--- src/rtl/pipeline_mem_arbiter.sv ---
// pipeline_mem_arbiter
// Shares one single-port memory between the instruction-fetch port (IF) and
// the Execute-stage data port (DM). Each access is granted in IDLE; writes
// finish in the grant cycle, reads wait MEM_LAT cycles in RD_WAIT and return
// a one-cycle rvalid pulse to the owner.
//
// Ports:
//   clk, rst_n            clock, asynchronous active-low reset
//   if_req/if_addr        fetch read request (level-held until if_gnt)
//   if_gnt                fetch accepted this cycle
//   if_rvalid/if_rdata    fetch data return
//   dm_req/dm_we/dm_addr/dm_wdata  data request (level-held until dm_gnt)
//   dm_gnt                data access accepted this cycle
//   dm_rvalid/dm_rdata    load data return
//   flush                 pipeline flush; blocks IF grants, kills in-flight fetch data
//   halt                  CPU halted; no new grants
//   mem_en/mem_we/mem_addr/mem_wdata  memory command, driven in the grant cycle
//   mem_rdata             memory read data, valid MEM_LAT cycles after a read
//   busy                  a read is outstanding
module pipeline_mem_arbiter #(
    parameter int unsigned ADDR_W     = 16,
    parameter int unsigned DATA_W     = 8,
    parameter int unsigned MEM_LAT    = 1,
    parameter int unsigned STARVE_MAX = 4
) (
    input  logic              clk,
    input  logic              rst_n,
    input  logic              if_req,
    input  logic [ADDR_W-1:0] if_addr,
    output logic              if_gnt,
    output logic              if_rvalid,
    output logic [DATA_W-1:0] if_rdata,
    input  logic              dm_req,
    input  logic              dm_we,
    input  logic [ADDR_W-1:0] dm_addr,
    input  logic [DATA_W-1:0] dm_wdata,
    output logic              dm_gnt,
    output logic              dm_rvalid,
    output logic [DATA_W-1:0] dm_rdata,
    input  logic              flush,
    input  logic              halt,
    output logic              mem_en,
    output logic              mem_we,
    output logic [ADDR_W-1:0] mem_addr,
    output logic [DATA_W-1:0] mem_wdata,
    input  logic [DATA_W-1:0] mem_rdata,
    output logic              busy
);

    localparam int unsigned LAT_W = 2;
    localparam int unsigned STV_W = 4;
    localparam logic [STV_W-1:0] STV_SAT = '1;

    typedef enum logic {
        IDLE    = 1'b0,
        RD_WAIT = 1'b1
    } state_t;

    state_t            state_q;
    logic [LAT_W-1:0]  lat_q;
    logic              owner_if_q;
    logic              stale_q;
    logic [STV_W-1:0]  starve_q;
    logic              if_rv_q;
    logic              dm_rv_q;
    logic [DATA_W-1:0] if_stage_q;
    logic [DATA_W-1:0] if_rdata_q;
    logic [DATA_W-1:0] dm_rdata_q;

    logic              gnt_if_c;
    logic              gnt_dm_c;
    logic              if_rv_c;

    // Arbitration: DM first, IF when DM is idle or IF has been starved.
    always_comb begin
        gnt_if_c = 1'b0;
        gnt_dm_c = 1'b0;
        if (rst_n && (state_q == IDLE) && !halt) begin
            if (if_req && !flush && (!dm_req || (starve_q >= STV_W'(STARVE_MAX)))) begin
                gnt_if_c = 1'b1;
            end else if (dm_req) begin
                gnt_dm_c = 1'b1;
            end
        end
    end

    // Memory command follows the winner in the grant cycle.
    always_comb begin
        mem_en    = gnt_if_c | gnt_dm_c;
        mem_we    = gnt_dm_c & dm_we;
        mem_addr  = '0;
        mem_wdata = '0;
        if (gnt_if_c) begin
            mem_addr = if_addr;
        end else if (gnt_dm_c) begin
            mem_addr  = dm_addr;
            mem_wdata = dm_wdata;
        end
    end

    // A flush arriving in the rvalid cycle itself still kills the fetch
    // response, so the pulse and the visible data are gated here.
    assign if_rv_c   = if_rv_q & ~flush;
    assign if_gnt    = gnt_if_c;
    assign dm_gnt    = gnt_dm_c;
    assign if_rvalid = if_rv_c;
    assign if_rdata  = if_rv_c ? if_stage_q : if_rdata_q;
    assign dm_rvalid = dm_rv_q;
    assign dm_rdata  = dm_rdata_q;
    assign busy      = (state_q == RD_WAIT);

    // Access sequencing, starvation tracking and read-data capture.
    always_ff @(posedge clk or negedge rst_n) begin
        if (!rst_n) begin
            state_q    <= IDLE;
            lat_q      <= '0;
            owner_if_q <= 1'b0;
            stale_q    <= 1'b0;
            starve_q   <= '0;
            if_rv_q    <= 1'b0;
            dm_rv_q    <= 1'b0;
            if_stage_q <= '0;
            if_rdata_q <= '0;
            dm_rdata_q <= '0;
        end else begin
            if_rv_q <= 1'b0;
            dm_rv_q <= 1'b0;

            // Fetch data becomes the held value only once it is actually delivered.
            if (if_rv_c) begin
                if_rdata_q <= if_stage_q;
            end

            if (gnt_if_c) begin
                starve_q <= '0;
            end else if (gnt_dm_c && if_req && !flush && (starve_q != STV_SAT)) begin
                starve_q <= starve_q + STV_W'(1);
            end

            case (state_q)
                IDLE: begin
                    if (gnt_if_c || (gnt_dm_c && !dm_we)) begin
                        state_q    <= RD_WAIT;
                        lat_q      <= LAT_W'(MEM_LAT - 1);
                        owner_if_q <= gnt_if_c;
                        stale_q    <= 1'b0;
                    end
                end
                RD_WAIT: begin
                    if (lat_q == '0) begin
                        state_q <= IDLE;
                        if (owner_if_q) begin
                            if (!stale_q && !flush) begin
                                if_stage_q <= mem_rdata;
                                if_rv_q    <= 1'b1;
                            end
                        end else begin
                            dm_rdata_q <= mem_rdata;
                            dm_rv_q    <= 1'b1;
                        end
                    end else begin
                        lat_q <= lat_q - LAT_W'(1);
                        if (owner_if_q && flush) begin
                            stale_q <= 1'b1;
                        end
                    end
                end
                default: state_q <= IDLE;
            endcase
        end
    end

endmodule

--- config.mk ---
export PLATFORM = sky130hd
export DESIGN_NAME = pipeline_mem_arbiter
export DESIGN_NICKNAME = d
export VERILOG_FILES = /design/src/rtl/pipeline_mem_arbiter.sv
export SDC_FILE = /design/constraint.sdc
export NUM_CORES = 1
export LEC_CHECK = 0
export BUFFER_PORTS_ARGS = -buffer_cell sky130_fd_sc_hd__clkbuf_2
export CORE_ASPECT_RATIO = 0.75
export CORE_MARGIN = 2
export CORE_UTILIZATION = 48
export CTS_CLUSTER_SIZE = 10
export DETAILED_ROUTE_END_ITERATION = 6
export HOLD_SLACK_MARGIN = 0.02
export PLACE_DENSITY = 0.94
export SLEW_MARGIN = 30
export SYNTH_ARGS = -nofsm -noshare
export SYNTH_HDL_FRONTEND = slang
export SYNTH_SLANG_ARGS = --single-unit
--- constraint.sdc ---
create_clock -name clk -period 2.3 [get_ports clk]
set_input_delay 0.115 -clock clk [delete_from_list [all_inputs] [get_ports clk]]
set_output_delay 0.115 -clock clk [all_outputs]
set_load 0.01 [all_outputs]
# Word-level counts from Yosys, hierarchy flattened
# Cells that the tools add are included.
# Widths: inputs -> output; s select.
[classes]
n_addsub = 2
magnitude_cmp = 1
n_eq_ne = 4
n_mux = 29
n_bitwise = 6
reduce_logical = 24
[ops]
columns = ["cell", "count"]
rows = [
  ["$mux 16", 2],
  ["$mux 8", 3],
  ["$mux 1", 17],
  ["$logic_and 1x1->1", 10],
  ["$mux 4", 2],
  ["$reduce_and 3->1", 2],
  ["$logic_not 1->1", 5],
  ["$add 4x1->4 const B", 1],
  ["$ge 4x3->1 const B", 1],
  ["$mux 2", 2],
  ["$ne 2x1->1 const B", 2],
  ["$ne 4x4->1 const B", 1],
  ["$pmux 1 s2", 2],
  ["$pmux 2 s2", 1],
  ["$reduce_and 2->1", 2],
  ["$reduce_and 4->1", 1],
  ["$not 1->1", 3],
  ["$and 1x1->1", 2],
  ["$logic_not 2->1", 1],
  ["$logic_or 1x1->1", 2],
  ["$ne 2x2->1 const B", 1],
  ["$reduce_bool 2->1", 1],
  ["$sub 2x1->2 const B", 1],
  ["$or 1x1->1", 1],
]
[totals]
reg_bits = 35
in_bits = 55
word_cells = 76

# Longest topological paths before layout
# Gate-level depths: netlist of the first run.
[depth]
depth_word = 10
ltp_mapped = 5
depth_no_buf = 5

# Worst setup path after synthesis of the first run
# No wires, ideal clock.
[synth_timing]
path_kind = "register to register"
startpoint = "reg lat_q[0]"
endpoint = "reg if_stage_q[0]"
setup_time_ns = 0.125
arrival_ns = 1.303
path_slack_ns = 0.872
path_stages_with_launch = 6
path_cell_list = "dfrtp_1 inv_1 ha_1 nand4b_1 nor2_4 mux2_2"
[synth_via]
elab_chain_cells = 2
[synth_lines]
columns = ["item", "line_no", "text"]
rows = [
  ["start: declaration", "60", "logic [LAT_W-1:0] lat_q;"],
  ["start signal: assignment", "144", "lat_q <= LAT_W'(MEM_LAT - 1);"],
  ["start signal: assignment", "162", "lat_q <= lat_q - LAT_W'(1);"],
  ["$logic_not 2->1", "150", "if (lat_q == '0) begin"],
  ["$reduce_and 4->1 (no line)", "-", ""],
  ["end signal: assignment", "154", "if_stage_q <= mem_rdata;"],
  ["end: declaration", "66", "logic [DATA_W-1:0] if_stage_q;"],
]
# No other way between the ends.
# A chain may end at the register's enable or synchronous reset.

# Final worst setup path of the first run
[layout_timing]
startpoint = "in rst_n"
endpoint = "out mem_wdata[4]"
[layout_via]
elab_chain_cells = 5
word_cells_on_any_way = 6
[layout_lines]
columns = ["item", "line_no", "text"]
rows = [
  ["start: declaration", "27", "input logic rst_n,"],
  ["$logic_and 1x1->1 * (2 in series)", "78", "if (rst_n && (state_q == IDLE) && !halt) begin"],
  ["$mux 1", "78", ""],
  ["$mux 8", "95", "end else if (gnt_dm_c) begin"],
  ["$mux 8 *", "93", "if (gnt_if_c) begin"],
  ["end: declaration", "45", "output logic [DATA_W-1:0] mem_wdata,"],
]
# Mark *: on every way between the ends. The rest lies on a longest branch, timed or not.

==> results.py, run 1 <==
metrics = {
    "finish": {
        "diodes": 0,
        "postLayoutCoreUtil": 0.684,
        "multi_input_comb_area_um2": 916,
        "nets": 330,
        "final_layout_size_suffix_gt1_frac": 0.538,
        "synthToLayoutAreaGrowth_pct": 35.3,
        "ff_latch_area_um2": 876,
        "fillers": 281,
    },
    "setup_path": {
        "criticalPathCategory": "primary input to output port",
        "critical_path_cell_list": "dlygate4sd3_1 -> clkbuf_2 -> nor3b_4 -> buf_4 -> o211a_2 -> and2_1 -> clkbuf_2",
        "critPathMaxStageDelay_ns": 0.53,
        "critical_path.slowest_cell": "dlygate4sd3_1",
        "critical_path_buf_inv_count": 4,
        "worst_path_most_repeated_cell": "clkbuf_2",
        "crit_arrival_ns": 2.03,
        "critical-path-top-delay-family": "buffers and inverters",
        "crit_path_start_kind": "primary input",
        "end_kind": "output port",
        "biggest_fanout_along_the_worst_timing_path": 34,
        "crit_required_ns": 2.18,
    },
    "sta": {
        "totalNegativeSetupSlack_ns": 0,
        "finClkSkew_ns": 0.00576,
        "rsz0062_at_grt": "no",
        "max_freq_ghz": 0.466,
        "timing.final.max_slew_violations": 0,
        "slew-limit-headroom": 0.621,
        "number_of_endpoints_with_negative_hold_slack_in_the_final_report": 0,
        "min_period_over_period": 0.932,
        "final_period_minus_worst_setup_slack_ns": 2.14,
        "setup_viol": 0,
        "tightest_slew_ns": 0.567,
    },
    "route": {
        "post-route-drc-count": 0,
        "drt_iter0_drc": 79,
        "via_count": 1758,
        "detail_route.wl_per_cell_um": 15.0,
        "drtAntennaViolNets": 0,
        "routed_wire_length_um": 4890,
        "drt_pass1_iterations": 4,
        "vias_per_cell": 5.41,
    },
    "floorplanning": {
        "fp.dieW_um": 75.9,
        "die_h_um": 58.0,
        "floorplan.initialDensity": 0.506,
        "io_pins": 102,
        "dieArea_mm2": 0.00440,
        "placement_rows": 19,
        "core_region_area_mm2": 0.00368,
    },
    "global_route": {
        "grt-ovfl-total": 0,
        "gr-usage-all-layers": 0.228,
        "first_global_vias": 1741,
        "initial_antenna_violation_count": 0,
        "global_route_wire_length_before_repair_um": 7820,
        "grt_start_max_net_pins": 35,
    },
    "clock_network": {
        "clock-sinks": 35,
        "max-clock-path-buffers": 2,
        "cts-htree-levels": 2,
        "clk_transition_reported_paths_ns": 0.07,
        "root_buffer": "clkbuf_8",
        "postCtsHoldBufs": 1,
        "insertion_delay_ns": 0.29,
        "cts_resized": 0,
        "cts_made_buffers": 5,
        "cts_tree": "done",
        "postCtsSetupRepairBufs": 0,
    },
    "synth": {
        "postSynthCellCount": 171,
        "cell_taking_the_most_area_after_synthesis": "dfrtp_1",
        "synth_xor_area_frac": 0,
        "syn-cell-area_mm2": 0.00186,
        "seq_area_frac_synth": 0.470,
        "synth-async-reset-ratio": 1.00,
        "yosysUniqueCellTypes": 33,
        "synth-adder-area-share": 0.0134,
        "net_count_after_synthesis": 228,
        "yosys-mux-area-fraction": 0.151,
        "synth-seq-cells": 35,
        "synth_top_cells_by_area": "dfrtp_1, mux2_2, nand4_1",
        "synth_simple_gate_area_share": 0.244,
        "synth_top_area_frac": 0.470,
        "largest_family_of_logic_cells_by_synthesized_area": "simple AND/OR/NAND/NOR gates",
        "synth_edf_count": 0,
        "synth_top_flop_cell": "dfrtp_1",
        "ys_warns": 0,
        "synth_compound_area_frac": 0.0833,
        "synth_area_per_cell_um2": 10.9,
    },
    "placement": {
        "gp_routability_congestion": 0.799,
        "portBuffers": 101,
        "dpl.hpwl_um": 3700,
    },
    "power": {
        "vdd_drop_max_v": 0.000668,
        "power.total_mw": 2.22,
        "ratio_of_total_power_to_cell_area_mw_per_mm2": 882,
        "power.static_leakage_nw": 1.28,
    },
    "job": {
        "max_cap_violations": 0,
    },
    "run_status": {
        "run_status": "complete, no violations",
    },
    "hold_path": {
        "holdCritPathClass": "primary input to register",
    },
}
==> synthesized netlist by cell type, types with 2 or more instances <==
cell and count:
nand3_1 16, mux2_2 25, o21ai_1 14, dfrtp_1 35, nor3b_4 2, buf_2 8, and2_1 9, ha_1 2
o21ai_0 7, inv_1 3, nand2b_1 3, nor2_1 4, nand4_1 16, nand2_1 5, nor2b_1 4
==> placed cells by master (no fill, tap or decap), types with 2 or more instances in the layout <==
cell and n:
nand2_1 5, inv_1 3, nor3b_4 2, clkbuf_8 5
mux2_2 25, nand2b_1 3, clkbuf_2 101, o21ai_0 7
and2_1 9, nand3_1 16, ha_1 2, nor2b_1 4
nand4_1 16, o21ai_1 14, dfrtp_1 35, nor2_1 4
buf_4 4
==> power by group <==
| group | internal (mW) | total (mW) | switching, mW |
|---|---|---|---|
| Sequential | 0.847 | 0.969 | 0.122 |
| Combinational | 0.361 | 0.719 | 0.358 |
| Clock | 0.316 | 0.534 | 0.218 |
| Total | 1.52 | 2.22 | 0.698 |
==> layout make-up <==
cell class,count,area share
multi-input cells,122,0.363
flip-flops and latches,35,0.348
repair buffers,106,0.216
clock buffers,5,0.0273
well taps,52,0.0258
clock inverters,2,0.0149
inverters,3,0.00447
==> stage by stage <==
stage          cell area [um2]  cells  worst slack, ns  hold WS [ns]
2_1_floorplan             1860    171            0.872        -0.181
3_3_place_gp              2400    317            0.680       -0.0307
3_5_place_dp              2400    317            0.604       -0.0202
4_1_cts                   2520    325            0.143        0.0671
5_1_grt                   2520    325           0.0215        0.0755
6_report                  2520    325            0.156        0.0754
==> logic make-up after synthesis <==
logic type,Yosys count
buffers and inverters,14
muxes,25
AOI/OAI and AO/OA,26
adders and majority gates,2
DFF,35
and+or+nand+nor,69
==> registers in the layout, summed over array words and instances (netlist names) <==
| name | cells |
|---|---|
| stale_q | 1 |
| busy | 1 |
| dm_rdata | 8 |
| if_stage_q | 8 |
| if_rv_q | 1 |
| owner_if_q | 1 |
| if_rdata_q | 8 |
| starve_q | 4 |
| dm_rvalid | 1 |
| lat_q | 2 |
==> final timing paths <==
| kind | depth (start not counted) | from | slack, ns | to |
|---|---|---|---|---|
| setup / recovery | 7 | rst_n | 0.16 | mem_wdata[4] |
| hold / removal | 2 | mem_rdata[7] | 0.08 | dm_rdata[7]$_DFFE_PN0P_ |
| setup reg to reg | 5 | lat_q[0]$_DFFE_PN0P_ | 0.63 | if_stage_q[0]$_DFFE_PN0P_ |
| hold reg to reg | 1 | if_rdata_q[0]$_DFF_PN0_ | 0.50 | if_rdata_q[0]$_DFF_PN0_ |
| max in group asynchronous | 3 | rst_n | 1.45 | if_stage_q[6]$_DFFE_PN0P_ |
| min in group asynchronous | 2 | rst_n | 0.22 | starve_q[0]$_DFFE_PN0P_ |
==> per-layer routing <==
metal	vias to the layer above	global-route usage	share of wire
li1	823	-	-
met1	836	0.248	0.39
met2	88	0.422	0.51
met3	11	0.0779	0.076
met4	0	0.0831	0.025
met5	-	0	0
==> worst reg2reg max path, cell delays in order (launching register included) <==
cell and delay [ns]:
dfrtp_1 0.37, inv_1 0.10, ha_1 0.22, nand4b_1 0.18, nor2_4 0.29, mux2_2 0.38
(Power assumes the default switching activity.)
==> run 2: changes to the inputs <==
- SETUP_SLACK_MARGIN: not set -> 0.5
==> run 2 against run 1 <==
Against the previous run:
- via count grew 3.4%
- maximum frequency grew 15%
- largest cell class unchanged
- critical path depth shrank 1
==> results.py, run 2 (same netlist as run 1, synthesis figures left out) <==
metrics = {
    "sta": {
        "slew-limit-headroom": 0.685,
        "min_period_over_period": 0.811,
        "rsz0062_at_grt": "yes",
        "timing.final.max_slew_violations": 0,
        "setup_viol": 0,
        "finClkSkew_ns": 0.00547,
        "final_period_minus_worst_setup_slack_ns": 1.87,
        "whs_ns": 0.0721,
        "max_freq_ghz": 0.536,
        "number_of_endpoints_with_negative_hold_slack_in_the_final_report": 0,
        "totalNegativeSetupSlack_ns": 0,
        "layout_setup_ws_ns": 0.434,
        "tightest_slew_ns": 0.471,
    },
    "power": {
        "vdd_drop_max_v": 0.000665,
        "power.static_leakage_nw": 1.35,
        "power.share.clock": 0.235,
        "pwr-share-comb": 0.340,
        "ratio_of_total_power_to_cell_area_mw_per_mm2": 859,
        "power.switching_mw": 0.726,
        "power_switching_share": 0.316,
        "intPower_mw": 1.57,
        "power_frac_seq": 0.425,
        "power.total_mw": 2.29,
    },
    "hold_path": {
        "min_from": "mem_rdata[6]",
        "worst_hold_path.num_cells": 2,
        "holdCritPathClass": "primary input to register",
        "timing.hold.worst_endpoint": "dm_rdata[6]$_DFFE_PN0P_",
    },
    "placement": {
        "postPlaceCellArea_mm2": 0.00240,
        "dpl.hpwl_um": 3700,
        "portBuffers": 101,
        "gp_routability_congestion": 0.799,
        "preCtsSetupSlack_ns": 0.604,
    },
    "route": {
        "vias_per_cell": 5.46,
        "via_count": 1818,
        "drt_iter0_drc": 152,
        "drt_pass1_iterations": 4,
        "routed_wire_length_um": 5430,
        "drtAntennaViolNets": 0,
        "post-route-drc-count": 0,
        "detail_route.wl_per_cell_um": 16.3,
    },
    "global_route": {
        "gr-usage-all-layers": 0.238,
        "first_global_vias": 1800,
        "grt-ovfl-total": 0,
        "global_route_wire_length_before_repair_um": 8180,
        "initial_antenna_violation_count": 0,
        "grt_start_max_net_pins": 30,
    },
    "setup_path": {
        "crit_required_ns": 2.18,
        "criticalPathCategory": "register to output port",
        "end_kind": "output port",
        "crit-reg2reg-capture": "if_stage_q[3]$_DFFE_PN0P_",
        "biggest_fanout_along_the_worst_timing_path": 6,
        "rr_worst_depth": 5,
        "crit_arrival_ns": 1.75,
        "crit_path_start_kind": "register",
        "regToRegSetupSlack_ns": 0.64,
        "crit-reg2reg-launch": "lat_q[0]$_DFFE_PN0P_",
    },
    "job": {
        "max_cap_violations": 0,
    },
    "finish": {
        "layout.cells.most_common_list": "clkbuf_2, dfrtp_1, mux2_2",
        "ff_latch_area_um2": 877,
        "nets": 338,
        "layout_commonest_cell": "clkbuf_2",
        "final_layout_size_suffix_gt1_frac": 0.555,
        "fillers": 259,
        "synthToLayoutAreaGrowth_pct": 43.3,
        "multi_input_comb_area_um2": 931,
        "stdcell_area_mm2": 0.00267,
        "diodes": 0,
    },
    "clock_network": {
        "clk_transition_reported_paths_ns": 0.07,
        "max-clock-path-buffers": 2,
        "cts-htree-levels": 2,
        "root_buffer": "clkbuf_8",
        "cts_tree": "done",
        "clock-sinks": 35,
        "cts_made_buffers": 5,
        "insertion_delay_ns": 0.29,
    },
    "floorplanning": {
        "io_pins": 102,
        "placement_rows": 19,
        "die_h_um": 58.0,
        "dieArea_mm2": 0.00440,
        "fp.dieW_um": 75.9,
        "floorplan.initialDensity": 0.506,
        "core_region_area_mm2": 0.00368,
    },
    "run_status": {
        "run_status": "complete, no violations",
    },
}
## run 2: cell count changes in the layout (fill, tap and decap cells not counted), moves of 2 or more
cell	before	now
buf_2	0	13
clkbuf_2	101	88
buf_4	4	6
clkbuf_16	0	2
o21ai_0	7	5
o21ai_1	14	16
## run 2: repair_timing
item,CTS,global route
endpoints found under the setup margin,26,25
endpoints found under the hold margin,6,0
cloned,1,2
setup buffers,2,2
pin swaps,2,10
hold buffers,2,0
gates resized for setup,6,18
## run 2: power by group through the flow
stage               clock network, mW  logic [mW]  registers [mW]
floorplan                           0       0.408           0.980
global placement                    0       0.682           0.951
detailed placement                  0       0.723           0.977
CTS                             0.544       0.756           0.969
global route                    0.572       0.848           0.997
finish                          0.539       0.781           0.975
## run 2: worst max-delay path by stage
stage / start / end / slack, ns / cells past startpoint
floorplan: lat_q[0]$_DFFE_PN0P_ / if_stage_q[0]$_DFFE_PN0P_ / 0.87 / 5
global placement: busy$_DFF_PN0_ / mem_wdata[4] / 0.68 / 5
detailed placement: busy$_DFF_PN0_ / mem_wdata[4] / 0.60 / 5
CTS: busy$_DFF_PN0_ / mem_addr[10] / 0.50 / 5
global route: busy$_DFF_PN0_ / mem_addr[14] / 0.36 / 6
finish: busy$_DFF_PN0_ / mem_addr[11] / 0.43 / 6
## run 2: cell type report
class	count	share of cell area
clock buffers	5	0.0258
clock inverters	2	0.0141
inverters	3	0.00422
multi-input cells	122	0.349
flip-flops and latches	35	0.328
well taps	52	0.0244
repair buffers	114	0.254
## run 2: per-stage QoR
step | instances | util
final | 333 | 0.725
after global routing | 333 | 0.725
after CTS | 329 | 0.706
after detailed placement | 317 | 0.652
after global placement | 317 | 0.652
after floorplan | 171 | -
## run 2: layer usage
layer,vias up,part of all wire,global-route usage
met5,-,0,0
met4,0,0.029,0.0987
met2,99,0.51,0.439
met3,16,0.084,0.0794
met1,865,0.37,0.259
li1,838,-,-
## run 2: worst max-delay path: stages, from the launching register on
cell and delay, ns:
dfrtp_2 0.46, nor3b_4 0.29, buf_6 0.18, buf_16 0.11, nand4_1 0.10, o21ai_1 0.14, clkbuf_2 0.17
